$ cat config.mk
export PLATFORM = sky130hd
export DESIGN_NAME = timer_cmp_irq
export DESIGN_NICKNAME = d
export VERILOG_FILES = /design/src/rtl/timer_cmp_irq.sv
export SDC_FILE = /design/constraint.sdc
export NUM_CORES = 1
export LEC_CHECK = 0
export ABC_AREA = 1
export CORE_MARGIN = 5
export CORE_UTILIZATION = 46
export DETAILED_ROUTE_END_ITERATION = 8
export PLACE_DENSITY = 0.69
export RECOVER_POWER = 50
export SLEW_MARGIN = 10
export SYNTH_ARGS = -nofsm -noshare
export SYNTH_HDL_FRONTEND = slang
export SYNTH_SLANG_ARGS = --single-unit
$ cat constraint.sdc
create_clock -name clk_i -period 5.6 [get_ports clk_i]
set_input_delay 0.84 -clock clk_i [delete_from_list [all_inputs] [get_ports clk_i]]
set_output_delay 0.84 -clock clk_i [all_outputs]
set_load 0.01 [all_outputs]
$ cat src/rtl/timer_cmp_irq.sv
// timer_cmp_irq: wishbone compare/interrupt stage for the free-running timer.
// Four word registers: CMP, PERIOD, CTRL{IRQ_EN,PERIODIC,EN}, STATUS{OVERRUN,PENDING}.
// An equality match against time_i sets PENDING and either re-arms (periodic)
// or disarms (one-shot). irq_o is a registered PENDING & IRQ_EN.
module timer_cmp_irq #(
   parameter logic [31:0] BASE_ADDR = 32'h3002_0010
) (
   input  logic        clk_i,
   input  logic        rstn_i,
   input  logic        wbs_cyc_i,
   input  logic        wbs_stb_i,
   input  logic        wbs_we_i,
   input  logic [31:0] wbs_adr_i,
   input  logic [31:0] wbs_dat_i,
   input  logic [3:0]  wbs_sel_i,
   output logic        wbs_ack_o,
   output logic [31:0] wbs_dat_o,
   input  logic [31:0] time_i,
   output logic        irq_o
);

   localparam logic [1:0] REG_CMP    = 2'd0;
   localparam logic [1:0] REG_PERIOD = 2'd1;
   localparam logic [1:0] REG_CTRL   = 2'd2;
   localparam logic [1:0] REG_STATUS = 2'd3;

   typedef struct packed {
      logic        we;
      logic [1:0]  idx;
      logic [31:0] dat;
      logic [3:0]  sel;
   } wb_req_t;

   wb_req_t     req;
   logic        hit, acc, wr, match;
   logic        ack_q, irq_q;
   logic [31:0] rdata_q, rd_mux;
   logic [31:0] cmp_q, period_q;
   logic        en_q, periodic_q, irq_en_q;
   logic        pending_q, overrun_q;

   // Byte-lane merge of write data into an existing register value.
   function automatic logic [31:0] byte_merge(input logic [31:0] old_v,
                                              input logic [31:0] wr_v,
                                              input logic [3:0]  sel);
      logic [31:0] res;
      res = old_v;
      for (int i = 0; i < 4; i++)
         if (sel[i]) res[8*i +: 8] = wr_v[8*i +: 8];
      return res;
   endfunction

   assign req = '{we: wbs_we_i, idx: wbs_adr_i[3:2], dat: wbs_dat_i, sel: wbs_sel_i};

   // A hit is only accepted when ack is low, so a held strobe is served every other cycle.
   assign hit   = wbs_cyc_i & wbs_stb_i &
                  ((wbs_adr_i & ~32'hF) == (BASE_ADDR & ~32'hF));
   assign acc   = hit & ~ack_q;
   assign wr    = acc & req.we;
   assign match = en_q & (time_i == cmp_q);

   assign wbs_ack_o = ack_q;
   assign wbs_dat_o = rdata_q;
   assign irq_o     = irq_q;

   // Read mux; STATUS and CTRL reserved bits read as zero.
   always_comb begin
      rd_mux = 32'h0;
      case (req.idx)
         REG_CMP:    rd_mux = cmp_q;
         REG_PERIOD: rd_mux = period_q;
         REG_CTRL:   rd_mux = {29'h0, irq_en_q, periodic_q, en_q};
         REG_STATUS: rd_mux = {30'h0, overrun_q, pending_q};
         default:    rd_mux = 32'h0;
      endcase
   end

   // Bus handshake: one-cycle ack, read data captured alongside it and held until the next read.
   always_ff @(posedge clk_i or negedge rstn_i) begin
      if (!rstn_i) begin
         ack_q   <= 1'b0;
         rdata_q <= 32'h0;
      end else begin
         ack_q <= acc;
         if (acc && !req.we) rdata_q <= rd_mux;
      end
   end

   // CMP/PERIOD: periodic advance on match, a software write on the same edge overrides it.
   always_ff @(posedge clk_i or negedge rstn_i) begin
      if (!rstn_i) begin
         cmp_q    <= 32'hFFFF_FFFF;
         period_q <= 32'h0;
      end else begin
         if (wr && req.idx == REG_CMP)
            cmp_q <= byte_merge(cmp_q, req.dat, req.sel);
         else if (match && periodic_q)
            cmp_q <= cmp_q + period_q;
         if (wr && req.idx == REG_PERIOD)
            period_q <= byte_merge(period_q, req.dat, req.sel);
      end
   end

   // CTRL: one-shot match disarms EN unless software writes CTRL on the same edge.
   always_ff @(posedge clk_i or negedge rstn_i) begin
      if (!rstn_i) begin
         en_q       <= 1'b0;
         periodic_q <= 1'b0;
         irq_en_q   <= 1'b0;
      end else if (wr && req.idx == REG_CTRL && req.sel[0]) begin
         en_q       <= req.dat[0];
         periodic_q <= req.dat[1];
         irq_en_q   <= req.dat[2];
      end else if (match && !periodic_q) begin
         en_q <= 1'b0;
      end
   end

   // STATUS: w1c from software, but a match on the same edge wins (set dominates clear).
   always_ff @(posedge clk_i or negedge rstn_i) begin
      if (!rstn_i) begin
         pending_q <= 1'b0;
         overrun_q <= 1'b0;
      end else begin
         if (match) pending_q <= 1'b1;
         else if (wr && req.idx == REG_STATUS && req.sel[0] && req.dat[0]) pending_q <= 1'b0;
         if (match && pending_q) overrun_q <= 1'b1;
         else if (wr && req.idx == REG_STATUS && req.sel[0] && req.dat[1]) overrun_q <= 1'b0;
      end
   end

   // Interrupt output is registered, so it trails PENDING/IRQ_EN changes by one cycle.
   always_ff @(posedge clk_i or negedge rstn_i) begin
      if (!rstn_i) irq_q <= 1'b0;
      else         irq_q <= pending_q & irq_en_q;
   end

endmodule

# == Word-level counts from Yosys, hierarchy flattened ==
# Index checks and enable logic that the tools add are counted.
# classes
n_addsub,1
reduce_logical,27
mux,13
n_eq_ne,9
bitwise,7
# op_table
op,count
32-bit case mux with 4 select lines,1
32-bit two-way mux,2
32-bit adder,1
32-bit equality test,1
8-bit two-way mux,4
"28-bit by 26-bit equality test with 1-bit output, second input constant",1
2-bit AND reduction,8
1-bit logical AND,12
"2-bit != test, second input constant",4
2-bit nonzero test,4
1-bit AND,6
1-bit two-way mux,6
"2-bit equality test, second input constant",2
"2-bit by 1-bit equality test with 1-bit output, second input constant",1
1-bit logical NOT,2
2-bit logical NOT,1
1-bit inverter,1
# totals
ff_bits,103
out_inout_bits,34
in_bits,105
elab_cells,73

# == Depth between registers and ports, before layout ==
# Gate-level depths: netlist of run 1.
# depth
depth_word,9
depth_mapped,16

# == Worst setup path after synthesis of run 1 ==
# No wires, ideal clock.
# synth_timing
path_type,input to register
startpoint,in wbs_adr_i[25]
endpoint,reg cmp_q[28]
setup_time_ns,0.060
t_arrival_ns,1.981
required_time_ns,5.540
slack_ns,3.559
stages,12
path_cell_list,nor2_1 nand2_1 nor2_1 nand2_1 nor2_4 nand3_4 clkinv_2 nand2_2 buf_2 nand2_1 nand3_1 nand2_1
# synth_via
elab_chain_cells,7
word_cells_on_any_way,9
cone_classes,eq/ne (2); mux (1); bitwise (3); reduce/logical (3)
# synth_rtl
element,line_no,rtl
start: declaration,13,"input logic [31:0] wbs_adr_i,"
28-bit by 26-bit equality test with 1-bit output (*),57,((wbs_adr_i & ~32'hF) == (BASE_ADDR & ~32'hF));
1-bit AND (*),56,assign hit = wbs_cyc_i & wbs_stb_i &
1-bit AND (*),58,assign acc = hit & ~ack_q;
named net acc,35,"logic hit, acc, wr, match;"
1-bit AND (*),59,assign wr = acc & req.we;
1-bit logical AND (*),95,if (wr && req.idx == REG_CMP)
2-bit != test (no source line) or 2-bit nonzero test (tied branches),-,
2-bit AND reduction (no source line),-,
end signal: assignment,96,"cmp_q <= byte_merge(cmp_q, req.dat, req.sel);"
end signal: assignment,98,cmp_q <= cmp_q + period_q;
end: declaration,38,"logic [31:0] cmp_q, period_q;"
# Mark *: on every way through the listed nets, which the timed path passes. The rest lies on a longest branch.
# A chain may end at the register's enable or synchronous reset.

==> run_results.csv, run 1 <==
group,metric,value,unit
die,die_x,144,µm
routing,drt-initial-drc-count,626,
min_path,worst_hold_path.endpoint,"wbs_dat_o[0]$_DFFE_PN0P_",
cts,post_cts_buffers,0,
die,ios,139,
pwr,cellPowerDensity,150,mW/mm²
die,dieArea,0.0207,mm²
final_layout,multiInputGateArea,0.00453,mm²
critical_path,end_kind,"asynchronous set/reset pin",
run,drv_cap,1,
routing,wirelength,25800,µm
logic_synthesis,synthTopCellsByCount,"495 x nand2_1, 256 x inv_1, 103 x nor2_1",
logic_synthesis,synthTopCellsByArea,"nand2_1 23%, dfrtp_1 22%, inv_1 12%",
critical_path,ff2ff_path_depth,11,
logic_synthesis,seq_area_frac_synth,31.8,%
critical_path,cp_max_fo,64,
min_path,hold_class,"reg2reg",
cts,cts.path.max_buffers,2,
place,io_buffer_count,136,
die,initial_utilization,46.4,%
critical_path,required,5.29,ns
critical_path,crit_slowest_cell,"clkbuf_1",
logic_synthesis,synth_nets,1461,
pwr,p_total,1.50,mW
cts,clk_latency,0.36,ns
min_path,hold_depth,2,
routing,vias,8466,
die,coreArea,0.0178,mm²
global_routing,antenna_found_initial,0,
global_routing,grt_first_pass_wirelength,40600,µm
critical_path,rr_startpoint,"wbs_ack_o$_DFF_PN0_",
final_layout,diodes,0,
final_layout,fin_nets,1587,
cts,cts_resized,0,
place,place_congestion,1.01,
sta,hold_viol,0,
sta,max-slew-margin-rel,-128,%
cts,cts_tree,"built",
global_routing,grt_start_max_net_pins,65,
cts,clockRootBuffer,"clkbuf_16",
routing,drc_errors,0,
critical_path,r2r_end,"cmp_q[2]$_DFFE_PN1P_",
sta,fin_ws,2.03,ns
sta,slew_viol_final,65,
die,fp-row-count,49,
logic_synthesis,ys_warn_count,0,
sta,finalSetupViolCount,0,
critical_path,crit_type,"in2async",
final_layout,layout.cells.non_filler,1684,
pwr,peakVddDrop,141,µV
cts,cts_buffers,9,
logic_synthesis,synth_seq_cells,103,
critical_path,crit_chain,"clkbuf_1",
routing,via_per_inst,5.03,
cts,hold_buffers,0,
logic_synthesis,synth.avg_cell_area,6.23,µm²
logic_synthesis,synthFlopType,"dfrtp_1",
final_layout,areaGrowthSynthToFinish,22.0,%
sta,min_period,3.57,ns
pwr,cellLeakagePower,5.87,nW
critical_path,slowest_delay,2.36,ns
logic_synthesis,synth_area_leader_cell,"nand2_1",
run_status,violations,"capacitance limit, slew limit",
logic_synthesis,synthCells,1324,
logic_synthesis,yosysMostFrequentCell,"nand2_1",
logic_synthesis,netlist_area,0.00824,mm²
routing,drt_pass1_iterations,5,
sta,whs,0.481,ns
logic_synthesis,async_reset_ff_share,100,%
critical_path,cp.buffers_inverters,1,
sta,fin_skew,0.0125,ns
place,dpl.hpwl,20900,µm
final_layout,drive_gt1_share,4.54,%
logic_synthesis,yosysTopAreaCellShare,22.5,%
critical_path,arrival,3.26,ns
critical_path,crit_family,"buffers and inverters",
cts,cts.sinks,103,
global_routing,grt_use_total,25.2,%
critical_path,r2r_slack,3.01,ns
final_layout,finalInstanceArea,0.0101,mm²
critical_path,critical_path.startpoint_type,"input pin",
global_routing,grt_overflow,0,
place,place_area,0.00979,mm²
min_path,worst_hold_startpoint,"wbs_dat_o[0]$_DFFE_PN0P_",
place,dp_cells,1668,
logic_synthesis,yosys.cell_types.count,40,
final_layout,n_fill_cell,1805,
cts,htree_levels,3,
sta,worst_slew_pin_slew,3.42,ns
cts,path_clk_slew,0.07,ns
global_routing,grt_pass1_vias,7920,
logic_synthesis,synth_edf_count,0,
final_layout,fin_util,56.6,%
routing,ant_nets,0,
die,fp.dieH,144,µm
run_status,outcome,"finished, violations left",
sta,post-route-period-util,63.7,%
sta,fmax,280,MHz
sta,fin_tns_setup,0,ns
final_layout,final-seq-area,0.00262,mm²
place,dp_slack,2.04,ns
sta,rsz0062_at_grt,"no",
routing,wl_per_cell,15.3,µm
==> cell type report <==
class	instances	share of cell area (%)
multi-input combinational	936	45.0
sequential	103	26.0
clock inverter	5	0.423
tap	229	2.85
inverter	263	9.83
timing repair buffer	137	13.5
clock buffer	11	2.31
==> state kept, by name, summed over array words and instances (netlist names) <==
name	cells
irq_en_q	1
periodic_q	1
pending_q	1
overrun_q	1
en_q	1
wbs_dat_o	32
period_q	32
irq_o	1
wbs_ack_o	1
cmp_q	32
==> layer usage <==
metal	track usage, %	vias up	share of wire, %
li1	-	4324	-
met4	6.14	0	1.8
met2	39.5	277	45
met1	36.4	3832	46
met5	0	-	0
met3	3.96	33	7.5
==> report_power, final <==
part	internal [mW]	leakage, nW	total, mW	switching, mW
registers	0.745	1.33	0.745	0.00000000332
logic	0.0805	4.41	0.160	0.0797
clock network	0.308	0.136	0.600	0.292
==> logic make-up after synthesis <==
| group | after synthesis | share of synthesized area [%] |
|---|---|---|
| AO/OA/AOI/OAI | 132 | 8.50 |
| XOR/XNOR | 16 | 1.70 |
| adder cells (fa/ha/maj) | 32 | 4.95 |
| buffers and inverters | 285 | 13.3 |
| flip-flops | 103 | 31.8 |
| multiplexers | 31 | 3.79 |
| AND/OR/NAND/NOR | 725 | 36.1 |
==> layout by cell type, fill, tap and decap left out, types with 5 or more instances in the layout <==
cell type | synthesis | layout
dfrtp_1 | 71 | 71
nand3_1 | 86 | 86
nand4_1 | 14 | 14
nand2_1 | 495 | 495
a21oi_1 | 20 | 20
mux2i_1 | 29 | 29
clkbuf_16 | 0 | 9
ha_1 | 31 | 31
nand3b_1 | 6 | 6
inv_1 | 256 | 256
inv_2 | 5 | 5
o21ai_0 | 48 | 48
clkdlybuf4s50_1 | 0 | 120
dfstp_2 | 32 | 32
nor2_1 | 103 | 104
o21ai_1 | 50 | 50
xor2_1 | 12 | 12
dlygate4sd3_1 | 0 | 15
==> worst max path at each step <==
stage / startpoint / to / slack, ns / cells after the start
2_1_floorplan: wbs_adr_i[25] / cmp_q[28]$_DFFE_PN1P_ / 3.56 / 12
6_report: rstn_i / period_q[31]$_DFFE_PN0P_ / 2.03 / 1
3_3_place_gp: wbs_stb_i / cmp_q[14]$_DFFE_PN1P_ / 2.06 / 14
3_5_place_dp: wbs_adr_i[17] / cmp_q[14]$_DFFE_PN1P_ / 2.04 / 14
4_1_cts: wbs_adr_i[17] / cmp_q[14]$_DFFE_PN1P_ / 2.40 / 14
5_1_grt: rstn_i / period_q[31]$_DFFE_PN0P_ / 1.27 / 1
Note: power is estimated with default switching activity, not from simulation.
==> inputs of run 2 (changes only) <==
==> constraint.sdc (replaced) <==
create_clock -name clk_i -period 3.3 [get_ports clk_i]
set_input_delay 0.495 -clock clk_i [delete_from_list [all_inputs] [get_ports clk_i]]
set_output_delay 0.495 -clock clk_i [all_outputs]
set_load 0.01 [all_outputs]
==> run 2 against run 1 <==
Net effect:
- the run still ends with capacitance limit, slew limit left
- power is 73% higher
- clock skew increased by 0.0033 ns
- global-route usage grew 0.39 points
- critical path depth is 13 higher
- final area up 0.72%
- register-to-register slack lost 2.2 ns
- worst setup slack got worse by 1.4 ns
- first-iteration DRC count is 9.7% higher
- clock power grew 78%
- wire length up 2.1%
- cell count increased by 0.36%
- critical path type is now in2reg
- largest cell class unchanged
==> run_results.csv, run 2 (synthesis gave the netlist of run 1 again) <==
group,metric,value,unit
routing,drc_errors,0,
cts,clk_latency,0.36,ns
die,coreArea,0.0178,mm²
final_layout,finalInstanceArea,0.0101,mm²
final_layout,drive_gt1_share,5.07,%
critical_path,crit_type,"in2reg",
final_layout,diodes,0,
global_routing,grt_pass1_vias,8046,
sta,fin_tns_setup,0,ns
routing,drt-initial-drc-count,687,
pwr,cellPowerDensity,258,mW/mm²
cts,hold_buffers,0,
sta,finalSetupViolCount,0,
place,place_congestion,1.03,
place,place_area,0.00985,mm²
global_routing,antenna_found_initial,0,
run,drv_cap,1,
routing,via_per_inst,5.06,
die,fp-row-count,49,
place,dpl.hpwl,21500,µm
die,die_x,144,µm
routing,vias,8546,
place,dp_cells,1674,
global_routing,grt_first_pass_wirelength,41300,µm
critical_path,end_kind,"register",
cts,cts.path.max_buffers,2,
final_layout,layout_commonest_cell,"nand2_1",
sta,rsz0062_at_grt,"no",
sta,fin_skew,0.0158,ns
min_path,hold_class,"reg2reg",
sta,min_period,2.66,ns
final_layout,fin_nets,1593,
place,io_buffer_count,136,
die,fp.dieH,144,µm
final_layout,layout_common_cells,"495 x nand2_1, 256 x inv_1, 120 x clkdlybuf4s50_1",
sta,worst_slew_pin_slew,2.49,ns
routing,wl_per_cell,15.6,µm
final_layout,areaGrowthSynthToFinish,22.9,%
global_routing,grt_overflow,0,
critical_path,required,3.59,ns
die,ios,139,
critical_path,critical_path.startpoint_type,"input pin",
critical_path,arrival,2.95,ns
critical_path,cp_max_fo,23,
sta,slew_viol_final,44,
sta,whs,0.481,ns
cts,clockRootBuffer,"clkbuf_16",
die,dieArea,0.0207,mm²
global_routing,grt_start_max_net_pins,61,
global_routing,grt_use_total,25.6,%
routing,wirelength,26300,µm
cts,post_cts_buffers,0,
final_layout,layout.cells.non_filler,1690,
cts,cts_buffers,9,
cts,cts.sinks,103,
final_layout,n_fill_cell,1809,
cts,path_clk_slew,0.08,ns
sta,max-slew-margin-rel,-66.0,%
run_status,outcome,"finished, violations left",
routing,ant_nets,0,
pwr,peakVddDrop,222,µV
cts,htree_levels,3,
run_status,violations,"capacitance limit, slew limit",
sta,fmax,376,MHz
cts,cts_resized,0,
die,initial_utilization,46.4,%
sta,hold_viol,0,
cts,cts_tree,"built",
routing,drt_pass1_iterations,5,
sta,post-route-period-util,80.5,%
pwr,cellLeakagePower,5.91,nW
## run 2: changes by cell type in the layout (fill, tap and decap cells not counted)
cell	previous run	this run
buf_4	1	6
buf_12	0	1
clkbuf_8	0	1
inv_6	1	2
clkbuf_1	3	1
## run 2: worst max-delay path, stage by stage
cell and delay (ns):
clkdlybuf4s50_1 0.45, inv_1 0.05, nor2_1 0.08, nand2_1 0.06, nor2_1 0.10, nand2_1 0.07, nor2_1 0.29, nand3_4 0.25
buf_4 0.31, clkinv_2 0.18, nand2_1 0.23, nand2_1 0.23, nand2_1 0.07, o21ai_1 0.09
## run 2: final cells by class
class                   count  area [µm²]  share of cell area, %
flip-flops and latches    103        2620                   25.8
multi-input cells         936        4530                   44.7
repair buffers            143        1420                   14.0
inverters                 263         988                   9.76
clock inverters             6        51.3                  0.506
clock buffers              10         239                   2.36
well taps                 229         287                   2.83
## run 2: routing by layer
layer	global-route usage [%]	wire [µm]	vias to the layer above
li1	-	-	4337
met1	36.3	12000	3871
met2	40.3	11600	298
met3	3.89	2080	40
met4	7.78	634	0
met5	0	0	-
## run 2: report_power, final
group          switching (mW)  internal, mW  total (mW)
Clock                   0.523         0.546        1.07
Combinational           0.137         0.140       0.277
Sequential      0.00000000555          1.26        1.26
## run 2: worst paths after layout
check / start / to / slack, ns / cells after the start
max: wbs_adr_i[17] / cmp_q[11]$_DFFE_PN1P_ / 0.64 / 14
min: wbs_dat_o[27]$_DFFE_PN0P_ / wbs_dat_o[27]$_DFFE_PN0P_ / 0.48 / 2
max reg2reg: period_q[0]$_DFFE_PN0P_ / cmp_q[22]$_DFFE_PN1P_ / 0.79 / 14
min reg2reg: wbs_dat_o[27]$_DFFE_PN0P_ / wbs_dat_o[27]$_DFFE_PN0P_ / 0.48 / 2
max in group asynchronous: rstn_i / wbs_ack_o$_DFF_PN0_ / 0.97 / 1
min in group asynchronous: rstn_i / period_q[5]$_DFFE_PN0P_ / 0.90 / 1
## run 2: stage by stage
stage | power [mW] | setup WS, ns | util (%)
finish | 2.61 | 0.643 | 57.0
global route | 2.71 | 0.433 | 57.0
CTS | 2.63 | 0.839 | 57.0
detailed placement | 1.56 | 0.487 | 55.4
global placement | 1.56 | 0.503 | 55.4
floorplan | 1.36 | 1.41 | -
==> inputs of run 3 (changes only) <==
--- a/config.mk
+++ b/config.mk
@@ -9,7 +9,7 @@
 export CORE_MARGIN = 5
 export CORE_UTILIZATION = 46
 export DETAILED_ROUTE_END_ITERATION = 8
-export PLACE_DENSITY = 0.69
+export PLACE_DENSITY = 0.71
 export RECOVER_POWER = 50
 export SLEW_MARGIN = 10
 export SYNTH_ARGS = -nofsm -noshare
==> constraint.sdc (replaced) <==
create_clock -name clk_i -period 2.4 [get_ports clk_i]
set_input_delay 0.36 -clock clk_i [delete_from_list [all_inputs] [get_ports clk_i]]
set_output_delay 0.36 -clock clk_i [all_outputs]
set_load 0.01 [all_outputs]
==> run 3 against run 2 <==
Net effect:
- the flow now finishes without violations
- largest power group unchanged
- combinational power up 38%
- clock skew about the same
- wire length up 0.64%
- core utilization up 1.1 points
==> run_results.csv, run 3 (synthesis gave the netlist of run 1 again) <==
group,metric,value,unit
final_layout,fin_util,58.0,%
critical_path,cp_max_fo,5,
critical_path,crit_family,"simple AND/OR/NAND/NOR gates",
routing,drt-initial-drc-count,622,
routing,drt_pass1_iterations,5,
final_layout,layout_common_cells,"494 x nand2_1, 256 x inv_1, 120 x clkdlybuf4s50_1",
pwr,peakVddDrop,331,µV
cts,post_cts_buffers,0,
routing,wirelength,26500,µm
cts,htree_levels,3,
critical_path,required,2.68,ns
final_layout,fin_nets,1609,
sta,worst_slew_pin_slew,1.17,ns
die,coreArea,0.0178,mm²
critical_path,crit_chain,"ha_1 > nand3_1 > nand3_1 > nand2_1 > nand2_1 > nand2_1 > nand2_1 > nand2_1 > nand2_1 > nand2_1 > nand3_1 > nand2_1 > nand2_1",
final_layout,diodes,0,
final_layout,areaGrowthSynthToFinish,25.2,%
sta,fmax,448,MHz
sta,fin_tns_setup,0,ns
cts,cts.sinks,103,
global_routing,grt_start_max_net_pins,47,
final_layout,layout_commonest_cell,"nand2_1",
place,dpl.hpwl,21700,µm
routing,wl_per_cell,15.5,µm
die,ios,139,
sta,post-route-period-util,93.1,%
pwr,cellLeakagePower,6.02,nW
die,dieArea,0.0207,mm²
place,place_congestion,0.967,
pwr,p_sw,0.874,mW
sta,rsz0062_at_grt,"no",
global_routing,grt_overflow,0,
routing,drc_errors,0,
critical_path,slowest_delay,0.61,ns
sta,fin_skew,0.0157,ns
critical_path,cp.buffers_inverters,0,
final_layout,n_fill_cell,1773,
cts,clk_latency,0.36,ns
sta,max-slew-margin-rel,22.2,%
run_status,outcome,"finished, final reports clean",
sta,fin_ws,0.166,ns
cts,cts_buffers,9,
pwr,seqPwrFrac,45.3,%
critical_path,startpoint,"cmp_q[1]$_DFFE_PN1P_",
place,io_buffer_count,136,
place,dp_slack,0.0759,ns
cts,hold_buffers,0,
routing,ant_nets,0,
critical_path,arrival,2.52,ns
critical_path,cpMostUsedCell,"nand2_1",
routing,vias,8573,
cts,cts_tree,"built",
global_routing,grt_use_total,25.8,%
critical_path,crit_type,"reg2reg",
cts,cts.path.max_buffers,2,
pwr,intPower,2.96,mW
critical_path,end_kind,"register",
sta,min_period,2.23,ns
run,drv_cap,0,
die,die_x,144,µm
sta,hold_viol,0,
pwr,clkPwrFrac,44.7,%
sta,finalSetupViolCount,0,
pwr,sw_frac_of_total,22.8,%
die,initial_utilization,46.4,%
cts,path_clk_slew,0.07,ns
global_routing,grt_first_pass_wirelength,42000,µm
global_routing,grt_pass1_vias,8268,
pwr,cellPowerDensity,371,mW/mm²
final_layout,drive_gt1_share,6.23,%
global_routing,antenna_found_initial,0,
pwr,combPwrFrac,10.0,%
critical_path,crit_slowest_cell,"dfstp_2",
routing,via_per_inst,5.03,
cts,clockRootBuffer,"clkbuf_16",
critical_path,critical_path.startpoint_type,"register",
die,fp-row-count,49,
critical_path,rr_startpoint,"cmp_q[1]$_DFFE_PN1P_",
die,fp.dieH,144,µm
min_path,hold_class,"in2async",
sta,slew_viol_final,0,
-- run 3: cell count changes in the layout (fill, tap and decap cells not counted), sizes merged --
cell      before  now
buf            7   21
bufinv         0    3
clkinvlp       0    1
inv          264  262
clkbuf        11   14
clkinv         5    2
-- run 3: worst paths after layout --
path / end / slack, ns / depth (start not counted)
max in group asynchronous: period_q[28]$_DFFE_PN0P_ / 0.76 / 2
worst min-delay path: wbs_dat_o[11]$_DFFE_PN0P_ / 0.23 / 1
min in group clk_i: wbs_dat_o[4]$_DFFE_PN0P_ / 0.48 / 2
worst min register to register: wbs_dat_o[4]$_DFFE_PN0P_ / 0.48 / 2
worst max-delay path: cmp_q[21]$_DFFE_PN1P_ / 0.17 / 13
worst max register to register: cmp_q[21]$_DFFE_PN1P_ / 0.17 / 13
-- run 3: final cells by class --
cell class / count / area (µm²) / share of cell area (%)
clock buffers: 11 / 233 / 2.26
flip-flops and latches: 103 / 2620 / 25.4
repair buffers: 159 / 1550 / 15.0
inverters: 263 / 988 / 9.58
clock inverters: 5 / 106 / 1.03
well taps: 229 / 287 / 2.78
multi-input cells: 936 / 4540 / 44.0
-- run 3: metal layers --
metal	routed length [µm]	share of wire (%)	track usage (%)
met5	0	0	0
met3	1940	7.3	3.43
met4	610	2.3	8.28
met1	12000	45	36.1
met2	11900	45	41.5
-- run 3: through the flow --
| stage | power (mW) | hold slack (ns) | instance area (µm²) | cells |
|---|---|---|---|---|
| after detailed placement | 2.16 | 0.422 | 10000 | 1690 |
| after CTS | 3.86 | 0.0386 | 10300 | 1706 |
| final | 3.83 | 0.227 | 10300 | 1706 |
| after floorplan | 1.88 | 0.0644 | 8240 | 1324 |
| after global placement | 2.16 | 0.418 | 10000 | 1690 |
| after global routing | 3.96 | 0.332 | 10300 | 1706 |
-- run 3: power by group through the flow --
stage | Sequential, mW | Clock [mW] | Combinational (mW)
5_1_grt | 1.74 | 1.80 | 0.421
6_report | 1.74 | 1.71 | 0.382
3_5_place_dp | 1.77 | 0 | 0.389
3_3_place_gp | 1.77 | 0 | 0.388
2_1_floorplan | 1.77 | 0 | 0.107
4_1_cts | 1.74 | 1.73 | 0.392
-- run 3: timing repair --
action	CTS	global route
setup endpoints to repair	0	10
gates resized for setup	0	3
endpoints found under the hold margin	0	0
